`src/rtl/line_buf_ctrl.sv`:
```
// rtl/line_buf_ctrl.sv - ping-pong line-buffer controller driving an external dual-port RAM
module line_buf_ctrl #(
    parameter int DATA_WIDTH    = 8,
    parameter int ADDRESS_WIDTH = 11,
    parameter int LINE_WIDTH    = 640
) (
    input  logic                     clk,
    input  logic                     rst,
    input  logic [DATA_WIDTH-1:0]    in_data,
    input  logic                     in_valid,
    output logic                     in_ready,
    output logic [DATA_WIDTH-1:0]    out_data,
    output logic                     out_valid,
    input  logic                     out_ready,
    output logic                     out_last,
    input  logic                     line_repeat,
    output logic [1:0]               bank_full,
    output logic [ADDRESS_WIDTH-1:0] ram_addrA,
    output logic [DATA_WIDTH-1:0]    ram_dataA,
    output logic                     ram_weA,
    output logic [ADDRESS_WIDTH-1:0] ram_addrB,
    output logic                     ram_weB,
    input  logic [DATA_WIDTH-1:0]    ram_qB
);
    localparam int CW = ADDRESS_WIDTH - 1;
    localparam logic [CW-1:0] LAST = CW'(LINE_WIDTH - 1);

    typedef enum logic {IDLE = 1'b0, READ = 1'b1} state_t;

    state_t                   state, state_nxt;
    logic                     rst_q;
    logic                     wr_bank, rd_bank;
    logic [CW-1:0]            wr_cnt, rd_cnt, rd_cnt_nxt;
    logic [1:0]               full_set, bank_full_nxt;
    logic [ADDRESS_WIDTH-1:0] addr_b_q;
    logic                     inflight, inflight_last;
    logic [DATA_WIDTH-1:0]    fifo_data [2];
    logic [1:0]               fifo_last;
    logic                     fifo_head;
    logic [1:0]               fifo_count;
    logic [2:0]               credit;
    logic                     in_beat, wr_done, issue, pop, rd_release, fifo_tail;

    assign in_ready  = !rst && !rst_q && !bank_full[wr_bank];
    assign in_beat   = in_valid && in_ready;
    assign wr_done   = in_beat && (wr_cnt == LAST);
    assign ram_weA   = in_beat;
    assign ram_addrA = {wr_bank, wr_cnt};
    assign ram_dataA = in_data;
    assign ram_weB   = 1'b0;

    assign out_valid = (fifo_count != 2'd0);
    assign out_data  = fifo_data[fifo_head];
    assign out_last  = out_valid && fifo_last[fifo_head];
    assign pop       = out_valid && out_ready;
    assign fifo_tail = fifo_head ^ fifo_count[0];

    // Credits cover FIFO occupancy plus the read still in the RAM pipeline.
    assign credit    = {1'b0, fifo_count} + {2'b00, inflight} - {2'b00, pop};
    assign ram_addrB = issue ? {rd_bank, rd_cnt} : addr_b_q;

    always_comb begin
        full_set = bank_full;
        if (wr_done)
            full_set[wr_bank] = 1'b1;
        state_nxt  = state;
        rd_cnt_nxt = rd_cnt;
        rd_release = 1'b0;
        issue      = 1'b0;
        case (state)
            IDLE: begin
                if (full_set[rd_bank]) begin
                    state_nxt  = READ;
                    rd_cnt_nxt = '0;
                end
            end
            READ: begin
                issue = (credit < 3'd2);
                if (issue) begin
                    if (rd_cnt == LAST) begin
                        rd_cnt_nxt = '0;
                        if (!line_repeat) begin
                            rd_release = 1'b1;
                            // Chain straight into the other bank to keep 1 pixel/cycle.
                            state_nxt  = full_set[!rd_bank] ? READ : IDLE;
                        end
                    end else begin
                        rd_cnt_nxt = rd_cnt + 1'b1;
                    end
                end
            end
            default: state_nxt = IDLE;
        endcase
        bank_full_nxt = full_set;
        if (rd_release)
            bank_full_nxt[rd_bank] = 1'b0;
    end

    always_ff @(posedge clk) begin
        if (rst) begin
            rst_q         <= 1'b1;
            state         <= IDLE;
            bank_full     <= 2'b00;
            wr_bank       <= 1'b0;
            rd_bank       <= 1'b0;
            wr_cnt        <= '0;
            rd_cnt        <= '0;
            addr_b_q      <= '0;
            inflight      <= 1'b0;
            inflight_last <= 1'b0;
            fifo_data[0]  <= '0;
            fifo_data[1]  <= '0;
            fifo_last     <= 2'b00;
            fifo_head     <= 1'b0;
            fifo_count    <= 2'd0;
        end else begin
            rst_q     <= 1'b0;
            state     <= state_nxt;
            bank_full <= bank_full_nxt;
            rd_cnt    <= rd_cnt_nxt;
            addr_b_q  <= ram_addrB;
            if (rd_release)
                rd_bank <= !rd_bank;
            if (in_beat) begin
                if (wr_done) begin
                    wr_cnt  <= '0;
                    wr_bank <= !wr_bank;
                end else begin
                    wr_cnt <= wr_cnt + 1'b1;
                end
            end
            inflight      <= issue;
            inflight_last <= issue && (rd_cnt == LAST);
            if (inflight) begin
                fifo_data[fifo_tail] <= ram_qB;
                fifo_last[fifo_tail] <= inflight_last;
            end
            fifo_head  <= fifo_head ^ pop;
            fifo_count <= fifo_count + {1'b0, inflight} - {1'b0, pop};
        end
    end
endmodule

```
`config.mk`:
```
export PLATFORM = sky130hd
export DESIGN_NAME = line_buf_ctrl
export DESIGN_NICKNAME = d
export VERILOG_FILES = /design/src/rtl/line_buf_ctrl.sv
export SDC_FILE = /design/constraint.sdc
export NUM_CORES = 1
export LEC_CHECK = 0
export ABC_AREA = 1
export BUFFER_PORTS_ARGS = -buffer_cell sky130_fd_sc_hd__buf_2
export CORE_MARGIN = 3
export CORE_UTILIZATION = 40
export DETAILED_ROUTE_END_ITERATION = 6
export SYNTH_ARGS = -nofsm -noshare
export SYNTH_HDL_FRONTEND = slang
export SYNTH_SLANG_ARGS = --single-unit
```
`constraint.sdc`:
```
create_clock -name clk -period 3.22 [get_ports clk]
set_input_delay 0.644 -clock clk [delete_from_list [all_inputs] [get_ports clk]]
set_output_delay 0.644 -clock clk [all_outputs]
set_load 0.01 [all_outputs]
```
---- Yosys cells after proc, flatten, opt, wreduce, memory -nomap -nowiden ----
Memory sizes are Yosys's and may differ from the RTL's. A register that Yosys moved wholly into a read port is not among the register bits.
Cells that the tools add are included.
operators by class
  $add $sub $neg .......................... 6
  order comparisons ....................... 9
  equal/unequal tests ..................... 4
  muxes and demuxes ....................... 43
  bitwise operators ....................... 6
  reduce and logical (&&, ||, !) cells .... 19
operators by type and width
  cell                     number
  $mux W10                 4
  $mux W1                  29
  $add A10 B1 Y10 const B  2
  $eq A10 B10 Y1 const B   2
  $pmux W10 S2             1
  $mux W11                 1
  $logic_and A1 B1 Y1      10
  $lt A1 B2 Y1 const B     5
  $mux W8                  1
  $reduce_or A8 Y1         1
  $logic_not A1 Y1         5
  $mux W2                  2
  $reduce_and A2 Y1        2
  $add A2 B1 Y3            1
  $demux W1 S1             3
  $ge A1 B1 Y1 const B     3
  $lt A3 B2 Y1 const B     1
  $sub A3 B1 Y3            1
  $add A2 B1 Y2            1
  $and A2 B2 Y2            1
  $bwmux W2                1
  $ne A2 B1 Y1 const B     1
  $ne A2 B2 Y1 const B     1
  $not A2 Y2               1
  other kinds (6)          7
storage, ports and cells
  register bits ........................... 44
  memory bits (writable) .................. 16
  input bits .............................. 21
  output and inout port bits .............. 45
  word-level logic and storage cells ...... 101
  memories kept ........................... 1
memories
  name       words  width  rd ports  clocked after Yosys merged registers in  wr ports  RTL line  RTL
  fifo_data  2      8      1         1                                        2         37        logic [DATA_WIDTH-1:0] fifo_data [2];

---- Longest topological paths before layout ----
  word-level depth ........................ 14
  depth in mapped cells ................... 16
  mapped depth without buffers ............ 16

---- Worst setup path after synthesis ----
Ideal clock, no wire load.
  path type ............................... input to output
  start ................................... input out_ready
  end ..................................... output ram_addrB[4]
  data arrival time ....................... 2.481 ns
  required time ........................... 2.576 ns
  path slack .............................. 0.095 ns
  stages .................................. 13
  buffers on the path ..................... 1
  cells stage by stage .................... nand2_1 -> inv_1 -> ha_1 -> inv_1 -> ha_1 -> fa_1 -> xor2_1 -> nand2_1 -> nor2_2 -> buf_2 -> or2_2 -> inv_1 -> a21oi_1
on the way
  longest elaborated chain between the ends .. 5
RTL lines
  item                 RTL line  RTL
  start, declared      14        input logic out_ready,
  $logic_and A1 B1 Y1  55        assign pop = out_valid && out_ready;
  $sub A3 B1 Y3        59        assign credit = {1'b0, fifo_count} + {2'b00, inflight} - {2'b00, pop};
  $lt A3 B2 Y1         78        issue = (credit < 3'd2);
  $mux W1              70        case (state)
  $mux W11             60        assign ram_addrB = issue ? {rd_bank, rd_cnt} : addr_b_q;
  end, declared        21        output logic [ADDRESS_WIDTH-1:0] ram_addrB,
No other way between the ends.

---- Worst setup path after layout ----
  start ................................... register fifo_count[1]
  end ..................................... output ram_addrB[2]
on the way
  longest elaborated chain between the ends .. 6
  elaborated cells on any way between the ends .. 7
  classes of those cells .................. 2 x add/sub; 1 x order compare; 2 x mux; 2 x reduce/logical
RTL lines
  item                                                   RTL line  RTL
  start, declared                                        40        logic [1:0] fifo_count;
  start signal, assigned                                 139       fifo_count <= fifo_count + {1'b0, inflight} - {1'b0, pop};
  branches (longest 2 deep; another with $add A2 B1 Y3)  -
  $sub A3 B1 Y3 *                                        59
  net credit[1]                                          41        logic [2:0] credit;
  $lt A3 B2 Y1 *                                         78
  $mux W1 *                                              70
  $mux W11 *                                             60
Mark *: on every way through the listed nets, which the timed path passes.

==> flow_metrics.env <==
export IMPL_post_synth_instance_area_mm2=0.003105
export IMPL_fin_total_pwr_w=0.001780
export IMPL_setup_tns_ns=-1.893
export IMPL_clock_skew_ns=0.003768
export IMPL_crit_path_required_time_ns=2.58
export IMPL_first_global_vias=2562
export IMPL_design_area_mm2=0.003968
export IMPL_viasPerCell=4.718
export IMPL_cts_clk_pin_slew_worst_paths_ns=0.07
export IMPL_maxSlewViolCount=0
export IMPL_post_drt_wl_per_cell_um=12.43
export IMPL_clock_insertion_delay_worst_skew_ns=0.34
export IMPL_drcViolationCount=0
export IMPL_die_height_um=94.11
export IMPL_wl_mm=7.197
export IMPL_cts_sinks=60
export IMPL_largest_net_degree_at_the_start_of_global_routing=24
export IMPL_ys_seq_elements=60
export IMPL_floorplan_rows=31
export IMPL_worst_setup_path_type="reg2out"
export IMPL_worst_hold_path_type="reg2reg"
export IMPL_die_width_um=94.11
export IMPL_yosys_cell_count_top_type="sky130_fd_sc_hd__nand2_1"
export IMPL_finalWorstSetupSlack_ns=-0.2127
export IMPL_gp_congestion=0.8439
export IMPL_synth_edf_count=16
export IMPL_layout_drive_gt1_share_pct=36.67
export IMPL_number_of_antenna_violations_at_the_first_check_in_global_routing=0
export IMPL_synthTopCellsByCount="sky130_fd_sc_hd__nand2_1, sky130_fd_sc_hd__inv_1, sky130_fd_sc_hd__nor2_1"
export IMPL_synth_area_leaders="sky130_fd_sc_hd__dfxtp_1, sky130_fd_sc_hd__edfxtp_1, sky130_fd_sc_hd__nand2_1"
export IMPL_worstPathArrival_ns=2.79
export IMPL_failed_checks="negative setup slack"
export IMPL_worst_hold_path_endpoint="fifo_last[0]"
export IMPL_layout_worst_path_cycle_share_pct=106.6
export IMPL_critical_path_reg2reg_endpoint="rd_cnt[1]"
export IMPL_syn_area_per_cell_um2=7.706
export IMPL_min_delay_path_depth=2
export IMPL_grt_remaining_overflow=0
export IMPL_place_detailed_hpwl_mm=4.863
export IMPL_count_of_final_hold_check_violations=0
export IMPL_flow_area_growth_from_synthesis_pct=27.76
export IMPL_clock_tree_htree_level_count=3
export IMPL_max_cap_violations=0
export IMPL_timing_critical_path_to_type="primary output"
export IMPL_number_of_vias_in_the_routed_layout=2732
export IMPL_first_pass_iters=5
export IMPL_synth_net_count=429
export IMPL_synth_largest_type_area_fraction_pct=28.36
export IMPL_first_iter_violations=108
export IMPL_global_route_usage_total_pct=16.94
export IMPL_grt_pass1_wl_mm=11.72
export IMPL_power_static_leakage_nw=1.761
export IMPL_post_synth_top_area_cell="sky130_fd_sc_hd__dfxtp_1"
export IMPL_number_of_buffers_added_to_fix_hold_violations_after_cts=0
export IMPL_dpl_cell_area_mm2=0.003500
export IMPL_design_core_area_mm2=0.007408
export IMPL_synth_cells=403
export IMPL_worst_setup_sp_type="flip-flop"
export IMPL_reg2reg_slack_ns=0.35
export IMPL_crit_fanout=6
export IMPL_antenna_violation_net_count_after_detailed_routing=0
export IMPL_count_of_placed_standard_cells_in_the_final_layout_fillers_left_out=579
export IMPL_ys_seq_area_share_pct=43.84
export IMPL_clock_tree_from_tritoncts="built"
export IMPL_finalNetCount=501
export IMPL_power_density_mw_per_mm2=448.7
export IMPL_diodes=0
export IMPL_synth_async_sr_flop_share_pct=0
export IMPL_rr_startpoint="fifo_count[1]"
export IMPL_boundaryPins=66
export IMPL_clockBufferDepth=2
export IMPL_run_status="complete, but fails checks"
export IMPL_synth_distinct_cells=34
export IMPL_cts_root_buf="sky130_fd_sc_hd__clkbuf_8"
export IMPL_synth_main_ff_cell="sky130_fd_sc_hd__dfxtp_1"
export IMPL_tritoncts_num_buffers=9
export IMPL_dieArea_mm2=0.008857
export IMPL_setup_viol=11
export IMPL_io_buffers=48
export IMPL_holdCritStartpoint="inflight_last"
export IMPL_synthesis_yosys_warnings=0
export IMPL_irDropWorstVdd_uv=194.9
export IMPL_post_place_cells=549
export IMPL_rr_worst_depth=19
export IMPL_starting_density_pct=41.92
export IMPL_grt_setup_unrepaired="true"
export IMPL_fmaxAchievable_mhz=291.3
export IMPL_shortest_clock_period_the_worst_path_allows_after_layout_ns=3.433
[power by group]
group / switching [W] / total [W] / internal [W]
Sequential: 0.0000222 / 0.000816 / 0.000794
Clock: 0.000304 / 0.000657 / 0.000352
Combinational: 0.000169 / 0.000307 / 0.000139
Total: 0.000495 / 0.00178 / 0.00128
[cells in the final DEF, fill, tap and decap left out, types with 12 or more instances in the layout]
cell	instances
sky130_fd_sc_hd__nand2_1	76
sky130_fd_sc_hd__nor2_1	49
sky130_fd_sc_hd__buf_2	47
sky130_fd_sc_hd__dfxtp_1	42
sky130_fd_sc_hd__inv_1	38
sky130_fd_sc_hd__buf_4	31
sky130_fd_sc_hd__inv_2	20
sky130_fd_sc_hd__a21oi_1	19
sky130_fd_sc_hd__nand3_1	17
sky130_fd_sc_hd__edfxtp_1	16
sky130_fd_sc_hd__nand3_2	12
sky130_fd_sc_hd__a211oi_1	12
[cell type report]
class	instances	area, um2
clock inverters	7	67.56
flip-flops and latches	60	1364
repair buffers	84	570.5
multi-input cells	261	1496
clock buffers	9	123.9
well taps	99	123.9
inverters	59	221.5
fillers	713	3441
[routing by layer]
layer | routed length [um] | global-route usage [%] | vias up
li1 | - | - | 1432
met1 | 3117 | 20.25 | 1229
met2 | 3677 | 29.57 | 59
met3 | 306 | 4.567 | 12
met4 | 96 | 5.054 | 0
met5 | 0 | 0 | -
[registers in the layout (all words and copies together) (netlist names)]
signal,count
fifo_data,16
addr_b_q,11
rd_cnt,10
wr_cnt,10
bank_full,2
fifo_count,2
fifo_last,2
fifo_head,1
inflight,1
inflight_last,1
rd_bank,1
rst_q,1
state,1
wr_bank,1
[worst max path at each step]
| stage | startpoint | to | slack (ns) | depth (start not counted) |
|---|---|---|---|---|
| 2_1_floorplan | out_ready | ram_addrB[4] | 0.09 | 13 |
| 3_3_place_gp | out_ready | ram_addrB[6] | -0.15 | 15 |
| 3_5_place_dp | out_ready | ram_addrB[8] | -0.21 | 15 |
| 4_1_cts | fifo_count[0] | ram_addrB[10] | -0.27 | 16 |
| 5_1_grt | fifo_count[1] | ram_addrB[8] | -0.32 | 16 |
| 6_report | fifo_count[1] | ram_addrB[2] | -0.21 | 16 |
[repair_timing]
item | 4_1_cts | 5_1_grt
resized for setup | 34 | 18
endpoints found under the setup margin | 11 | 11
endpoints found under the hold margin | 0 | 0
gates cloned | 1 | 1
pin swaps | 6 | 9
setup buffers | 6 | 7
[metrics by stage]
| stage | setup WS (ns) | hold slack, ns | utilization [%] |
|---|---|---|---|
| finish | -0.2127 | 0.4614 | 53.56 |
| CTS | -0.2705 | 0.4606 | 52.05 |
| global route | -0.3153 | 0.4982 | 53.56 |
| floorplan | 0.09474 | 0.4459 | - |
| detailed placement | -0.2054 | 0.4596 | 47.24 |
| global placement | -0.1515 | 0.4509 | 47.24 |
[critical path: stages (launching register included)]
cell and delay, ns:
sky130_fd_sc_hd__dfxtp_2 0.34, sky130_fd_sc_hd__nor2_4 0.12, sky130_fd_sc_hd__inv_2 0.05, sky130_fd_sc_hd__nand2_2 0.07, sky130_fd_sc_hd__inv_2 0.05, sky130_fd_sc_hd__ha_4 0.25, sky130_fd_sc_hd__inv_2 0.04, sky130_fd_sc_hd__ha_4 0.15
sky130_fd_sc_hd__fa_2 0.53, sky130_fd_sc_hd__inv_2 0.05, sky130_fd_sc_hd__nand2_4 0.07, sky130_fd_sc_hd__nor2_4 0.06, sky130_fd_sc_hd__clkbuf_16 0.18, sky130_fd_sc_hd__or2_2 0.28, sky130_fd_sc_hd__inv_2 0.07, sky130_fd_sc_hd__a21oi_2 0.03
sky130_fd_sc_hd__buf_2 0.13
[cell families after synthesis]
logic type / share of synthesized area, %
compound gates: 8.945
xor+xnor: 1.410
fa+ha+maj: 2.256
buf+inv: 11.89
flops: 43.84
other cells: 0.1208
simple gates: 31.55
(Power assumes the default switching activity.)
